[src/rtl/aes_key_expander_if.sv]
// aes_key_expander_if: start/key request and round-key schedule result bundle
interface aes_key_expander_if #(
  parameter int NR = 10
);
  localparam int WORD_W = 128 * (NR + 1);
  logic              start;
  logic [127:0]      key;
  logic [WORD_W-1:0] word;
  logic              busy;
  logic              done;
  logic              valid;
  modport master (output start, key, input word, busy, done, valid);
  modport slave  (input start, key, output word, busy, done, valid);
endinterface

[src/rtl/aes_key_expander.sv]
// aes_key_expander: iterative AES-128 key schedule, one round key per clock
module aes_key_expander #(
  parameter int NR = 10
) (
  input logic              clk,
  input logic              rst_n,
  aes_key_expander_if.slave kx
);
  typedef enum logic {IDLE, EXPAND} state_t;
  localparam logic [3:0] LAST = 4'(NR);
  localparam logic [0:255][7:0] SBOX = {
    128'h637c777bf26b6fc53001672bfed7ab76, 128'hca82c97dfa5947f0add4a2af9ca472c0,
    128'hb7fd9326363ff7cc34a5e5f171d83115, 128'h04c723c31896059a071280e2eb27b275,
    128'h09832c1a1b6e5aa0523bd6b329e32f84, 128'h53d100ed20fcb15b6acbbe394a4c58cf,
    128'hd0efaafb434d338545f9027f503c9fa8, 128'h51a3408f929d38f5bcb6da2110fff3d2,
    128'hcd0c13ec5f974417c4a77e3d645d1973, 128'h60814fdc222a908846eeb814de5e0bdb,
    128'he0323a0a4906245cc2d3ac629195e479, 128'he7c8376d8dd54ea96c56f4ea657aae08,
    128'hba78252e1ca6b4c6e8dd741f4bbd8b8a, 128'h703eb5664803f60e613557b986c11d9e,
    128'he1f8981169d98e949b1e87e9ce5528df, 128'h8ca1890dbfe6426841992d0fb054bb16
  };
  state_t            state_q, state_d;
  logic [3:0]        round_q, round_d;
  logic [7:0]        rcon_q, rcon_d;
  logic [0:NR][127:0] slots_q, slots_d;
  logic              busy_q, busy_d, done_q, done_d, valid_q, valid_d;
  // One key-schedule step: derive round key r from round key r-1.
  function automatic logic [127:0] next_rk(input logic [127:0] k, input logic [7:0] rc);
    logic [31:0] t, w0, w1, w2, w3;
    t  = {SBOX[k[23:16]], SBOX[k[15:8]], SBOX[k[7:0]], SBOX[k[31:24]]} ^ {rc, 24'h0};
    w0 = k[127:96] ^ t;
    w1 = k[95:64] ^ w0;
    w2 = k[63:32] ^ w1;
    w3 = k[31:0] ^ w2;
    return {w0, w1, w2, w3};
  endfunction
  // Next-state: capture key on start while idle, then fill one slot per cycle.
  always_comb begin
    state_d = state_q;
    round_d = round_q;
    rcon_d  = rcon_q;
    slots_d = slots_q;
    busy_d  = busy_q;
    done_d  = 1'b0;
    valid_d = valid_q;
    if (state_q == IDLE && kx.start) begin
      slots_d    = '0;
      slots_d[0] = kx.key;
      valid_d    = 1'b0;
      busy_d     = 1'b1;
      round_d    = 4'd1;
      rcon_d     = 8'h01;
      state_d    = EXPAND;
    end else if (state_q == EXPAND) begin
      slots_d[round_q] = next_rk(slots_q[round_q - 4'd1], rcon_q);
      rcon_d  = {rcon_q[6:0], 1'b0} ^ (rcon_q[7] ? 8'h1b : 8'h00);
      round_d = round_q + 4'd1;
      busy_d  = round_q != LAST;
      done_d  = round_q == LAST;
      valid_d = round_q == LAST;
      state_d = round_q == LAST ? IDLE : EXPAND;
    end
  end
  // State register with synchronous active-low reset that aborts any expansion.
  always_ff @(posedge clk) begin
    if (!rst_n) begin
      state_q <= IDLE;
      round_q <= 4'd0;
      rcon_q  <= 8'h01;
      slots_q <= '0;
      busy_q  <= 1'b0;
      done_q  <= 1'b0;
      valid_q <= 1'b0;
    end else begin
      state_q <= state_d;
      round_q <= round_d;
      rcon_q  <= rcon_d;
      slots_q <= slots_d;
      busy_q  <= busy_d;
      done_q  <= done_d;
      valid_q <= valid_d;
    end
  end
  assign kx.word  = slots_q;
  assign kx.busy  = busy_q;
  assign kx.done  = done_q;
  assign kx.valid = valid_q;
endmodule

[src/flat_wrapper.sv]
// flat-port wrapper written by rule: the top's interface ports become plain ports
module aes_key_expander_flat 
#(
  parameter int NR = 10
)
  (clk, rst_n, kx_start, kx_key, kx_word, kx_busy, kx_done, kx_valid);
  aes_key_expander_if #(.NR(NR)) kx_i ();
  input logic clk;
  input logic rst_n;
  input wire logic [$bits(kx_i.start)-1:0] kx_start;
  input wire logic [$bits(kx_i.key)-1:0] kx_key;
  output wire logic [$bits(kx_i.word)-1:0] kx_word;
  output wire logic [$bits(kx_i.busy)-1:0] kx_busy;
  output wire logic [$bits(kx_i.done)-1:0] kx_done;
  output wire logic [$bits(kx_i.valid)-1:0] kx_valid;
  assign kx_i.start = kx_start;
  assign kx_i.key = kx_key;
  assign kx_word = kx_i.word;
  assign kx_busy = kx_i.busy;
  assign kx_done = kx_i.done;
  assign kx_valid = kx_i.valid;
  aes_key_expander #(.NR(NR)) u_core (.clk(clk), .rst_n(rst_n), .kx(kx_i));
endmodule
[config.mk]
export PLATFORM = sky130hd
export DESIGN_NAME = aes_key_expander_flat
export DESIGN_NICKNAME = d
export VERILOG_FILES = /design/src/rtl/aes_key_expander_if.sv /design/src/rtl/aes_key_expander.sv /design/src/flat_wrapper.sv
export SDC_FILE = /design/constraint.sdc
export NUM_CORES = 2
export LEC_CHECK = 0
export CORE_AREA = 2 2 605 607
export CTS_CLUSTER_SIZE = 30
export DETAILED_ROUTE_END_ITERATION = 12
export DIE_AREA = 0 0 607 609
export DONT_BUFFER_PORTS = 1
export GPL_TIMING_DRIVEN = 0
export PLACE_DENSITY_LB_ADDON = 0.1
export SYNTH_ARGS = -nofsm -noshare
export SYNTH_HDL_FRONTEND = slang
export SYNTH_SLANG_ARGS = --single-unit
[constraint.sdc]
create_clock -name clk -period 22 [get_ports clk]
set_input_delay 6.6 -clock clk [delete_from_list [all_inputs] [get_ports clk]]
set_output_delay 6.6 -clock clk [all_outputs]
set_load 0.02 [all_outputs]
==> summary.json <==
{
  "tightestPinTransition_ns": 1.749,
  "fin_area_mm2": 0.09163,
  "type_of_element_launching_the_critical_path": "flop",
  "grtUsageMet1_pct": 56.43,
  "core-area_mm2": 0.3639,
  "fill_cells": 40180,
  "yosys.area_share.adder_pct": 0.9514,
  "finalHoldViolations": 0,
  "place_hpwl_um": 757000,
  "yosys.area_share.simple_pct": 16.77,
  "areaGrowthSynthToFinish_pct": 18.10,
  "synth_area_mm2": 0.07759,
  "post_cts_resize_count": 0,
  "fmax_mhz": 48.13,
  "grtUsageTotal_pct": 49.73,
  "total_leakage_power_nw": 30.28,
  "critical_path.most_common_cell": "buf_2",
  "grt_max_degree": 18,
  "synth_xor_area_share_pct": 2.766,
  "detailedRoute.firstPassIterationCount": 6,
  "groute.layer.met3.usage_pct": 21.68,
  "synth-warning-count": 0,
  "gp_congestion": 1.061,
  "finClkSkew_ns": 0.1125,
  "status": "finished with violations",
  "groute.layer.met2.usage_pct": 70.11,
  "cts_root_buf": "clkbuf_16",
  "die_y_um": 609,
  "globalRoute.totalOverflow": 0,
  "ys_ff_latch": 1424,
  "dieArea_mm2": 0.3697,
  "timing.final.crit_share_pct": 94.44,
  "drv.max_cap_violation_count": 65,
  "rows": 222,
  "synthCells": 9568,
  "global_route.peak_usage_layer": "met2",
  "worst_ep_arrival_time_ns": 21.51,
  "ir_worst_vdd_mv": 0.06553,
  "report.final.slew_viol_count": 541,
  "worst_setup_path_end_kind": "flop",
  "synthTopCellsByCount": "dfxtp_1 (1,424), nand2_1 (1,232), nor2_1 (1,174)",
  "die-width_um": 607,
  "drt-initial-drc-count": 16500,
  "tritoncts": "done",
  "antenna_found_initial": 214,
  "area.sequential_mm2": 0.02851,
  "detail_route.wirelength_um": 958700,
  "worst_skew_pair.late_latency_ns": 0.99,
  "hold_buffers": 0,
  "yosysSeqAreaShare_pct": 36.74,
  "rsz0062_at_grt": "no",
  "power-per-cell-area_mw_per_mm2": 98.30,
  "first_pass_grt_wire_length_um": 1160000,
  "ioPinCount": 1542,
  "hp-class": "reg -> reg",
  "combinational_family_with_the_most_area_after_synthesis": "compound AO/OA/AOI/OAI gates",
  "multi_input_comb_area_mm2": 0.04411,
  "design.final.nets": 10020,
  "setup_viol_count_final": 0,
  "synth_compound_gate_area_share_pct": 25.66,
  "synth_area_leaders": "dfxtp_1 (37%), mux4_2 (6.9%), nand2_1 (6.0%)",
  "postSynthAreaPerCell_um2": 8.109,
  "crit_slowest_cell": "xnor2_1",
  "routed_wire_length_per_instance_um": 64.20,
  "post_cts_buffers": 0,
  "slew_headroom_pct": -16.61,
  "critical_path.max_stage_delay_ns": 1.15,
  "synth.lib_cells_used.distinct": 110,
  "synth-edff-count": 0,
  "h-tree-depth": 4,
  "first_global_vias": 86210,
  "final_cells": 14930,
  "post-synth-top-area-cell": "dfxtp_1",
  "yosysMostFrequentCell": "dfxtp_1",
  "violated_checks": "max-capacitance violations, max-slew violations",
  "synthDominantCellAreaShare_pct": 36.74,
  "drtAntennaViolNets": 0,
  "clock_tree.buffer_depth": 4,
  "totalNegativeSetupSlack_ns": 0,
  "post_dp_cell_area_mm2": 0.08522,
  "timing_worst_setup_path_type": "reg -> reg",
  "post_drt_via_cell_ratio": 6.565,
  "critical_path_required_ns": 22.73,
  "cts_made_buffers": 189,
  "layout-drive-gt1-share_pct": 12.35,
  "numClockSinks": 1424,
  "shortest_clock_period_the_worst_path_allows_after_layout_ns": 20.78,
  "synthMuxAreaShare_pct": 10.44,
  "async_sr_flop_fraction_pct": 0,
  "buffer_ports.inserted": 0,
  "crit_fanout": 13,
  "drc": 0,
  "vias": 98030,
  "synth_fp_nets": 9758,
  "clkSlewWorstSetupHoldPaths_ns": 0.07,
  "initial_core_util_pct": 21.32,
  "synth_flop_cell": "dfxtp_1",
  "dpl.cell_count": 14460
}
-- cell usage in the layout (no fill, tap or decap), drive strengths merged, types with 26 or more instances in the layout --
cell | netlist | routed
mux2i | 261 | 261
xnor2 | 139 | 139
nor3 | 97 | 97
mux4 | 238 | 238
a22oi | 128 | 128
o311ai | 56 | 56
dfxtp | 1424 | 1424
xor2 | 57 | 57
o211ai | 107 | 107
diode | 0 | 144
nand4 | 34 | 34
a311o | 44 | 44
ha | 59 | 59
and3 | 26 | 26
a31oi | 136 | 136
and2 | 35 | 35
buf | 461 | 534
o31ai | 35 | 35
o21ai | 813 | 813
o221ai | 35 | 35
a221oi | 63 | 63
o22ai | 73 | 73
nand3 | 387 | 387
clkbuf | 629 | 917
nor2 | 1180 | 1180
o21a | 34 | 34
a21oi | 852 | 852
nand2 | 1235 | 1235
a311oi | 71 | 71
a211oi | 442 | 442
or3 | 40 | 40
inv | 46 | 53
-- area by class of cell --
cell class / instances / area share (%)
timing repair buffer: 74 / 1.405
tap: 4816 / 6.576
sequential: 1424 / 31.11
inverter: 47 / 0.1925
clock inverter: 43 / 0.5421
clock buffer: 288 / 6.028
buffer: 1090 / 5.620
antenna: 144 / 0.3932
multi-input combinational: 7007 / 48.13
-- cell families after synthesis --
| group | Yosys count |
|---|---|
| AO/OA/AOI/OAI | 3116 |
| adder cells (fa/ha/maj) | 59 |
| AND/OR/NAND/NOR | 3118 |
| multiplexers | 509 |
| flip-flops | 1424 |
| buffers and inverters | 1137 |
| XOR/XNOR | 205 |
-- registers in the layout (all words and copies together), names as in the netlist --
signal	cells
u_core.kx.word	1408
u_core.rcon_q	8
u_core.round_q	4
u_core.kx.busy	1
u_core.kx.done	1
u_core.kx.valid	1
u_core.state_q	1
-- critical path: cells and delay by family, from the launching register on --
family / cells / cell delay [ns]
AOI/OAI and AO/OA: 5 / 1.31
xor gates and xnor gates: 3 / 2.95
adders and majority gates: 2 / 0.65
buffers and inverters: 23 / 11.77
DFF: 1 / 0.42
muxes: 1 / 0.46
and+or+nand+nor: 3 / 2.51
-- path summary, 6_finish.rpt --
kind,cells after the start,endpoint,from,slack (ns)
worst min register to register,2,u_core.rcon_q[0],u_core.rcon_q[0],0.56
worst min-delay path,2,u_core.rcon_q[0],u_core.rcon_q[0],0.56
worst max-delay path,37,u_core.kx.word[400],u_core.round_q[0],1.22
worst max register to register,37,u_core.kx.word[400],u_core.round_q[0],1.22
-- through the flow --
step           hold WS [ns]  utilization (%)  worst slack (ns)  power (mW)
2_1_floorplan        0.4857                -             13.77       3.852
3_3_place_gp         0.5406            22.98             1.764       5.589
3_5_place_dp         0.5400            23.42             2.498       5.609
4_1_cts              0.5555            25.07             2.415       8.759
5_1_grt              0.5774            25.11             2.025       8.925
6_report             0.5595            25.18             1.222       9.008
-- report_power, final --
part	total (mW)	leakage (nW)	internal [mW]	switching (mW)
logic	2.99	15.9	0.538	2.45
registers	2.78	11.5	2.62	0.161
clock network	3.24	2.93	1.79	1.45
-- metal layers --
metal  wire (µm)  vias up
li1            -    35480
met1      347300    50970
met2      387800     9094
met3      120800     2427
met4      102400       60
met5         428        -
Power figures use the tool's default switching activity.
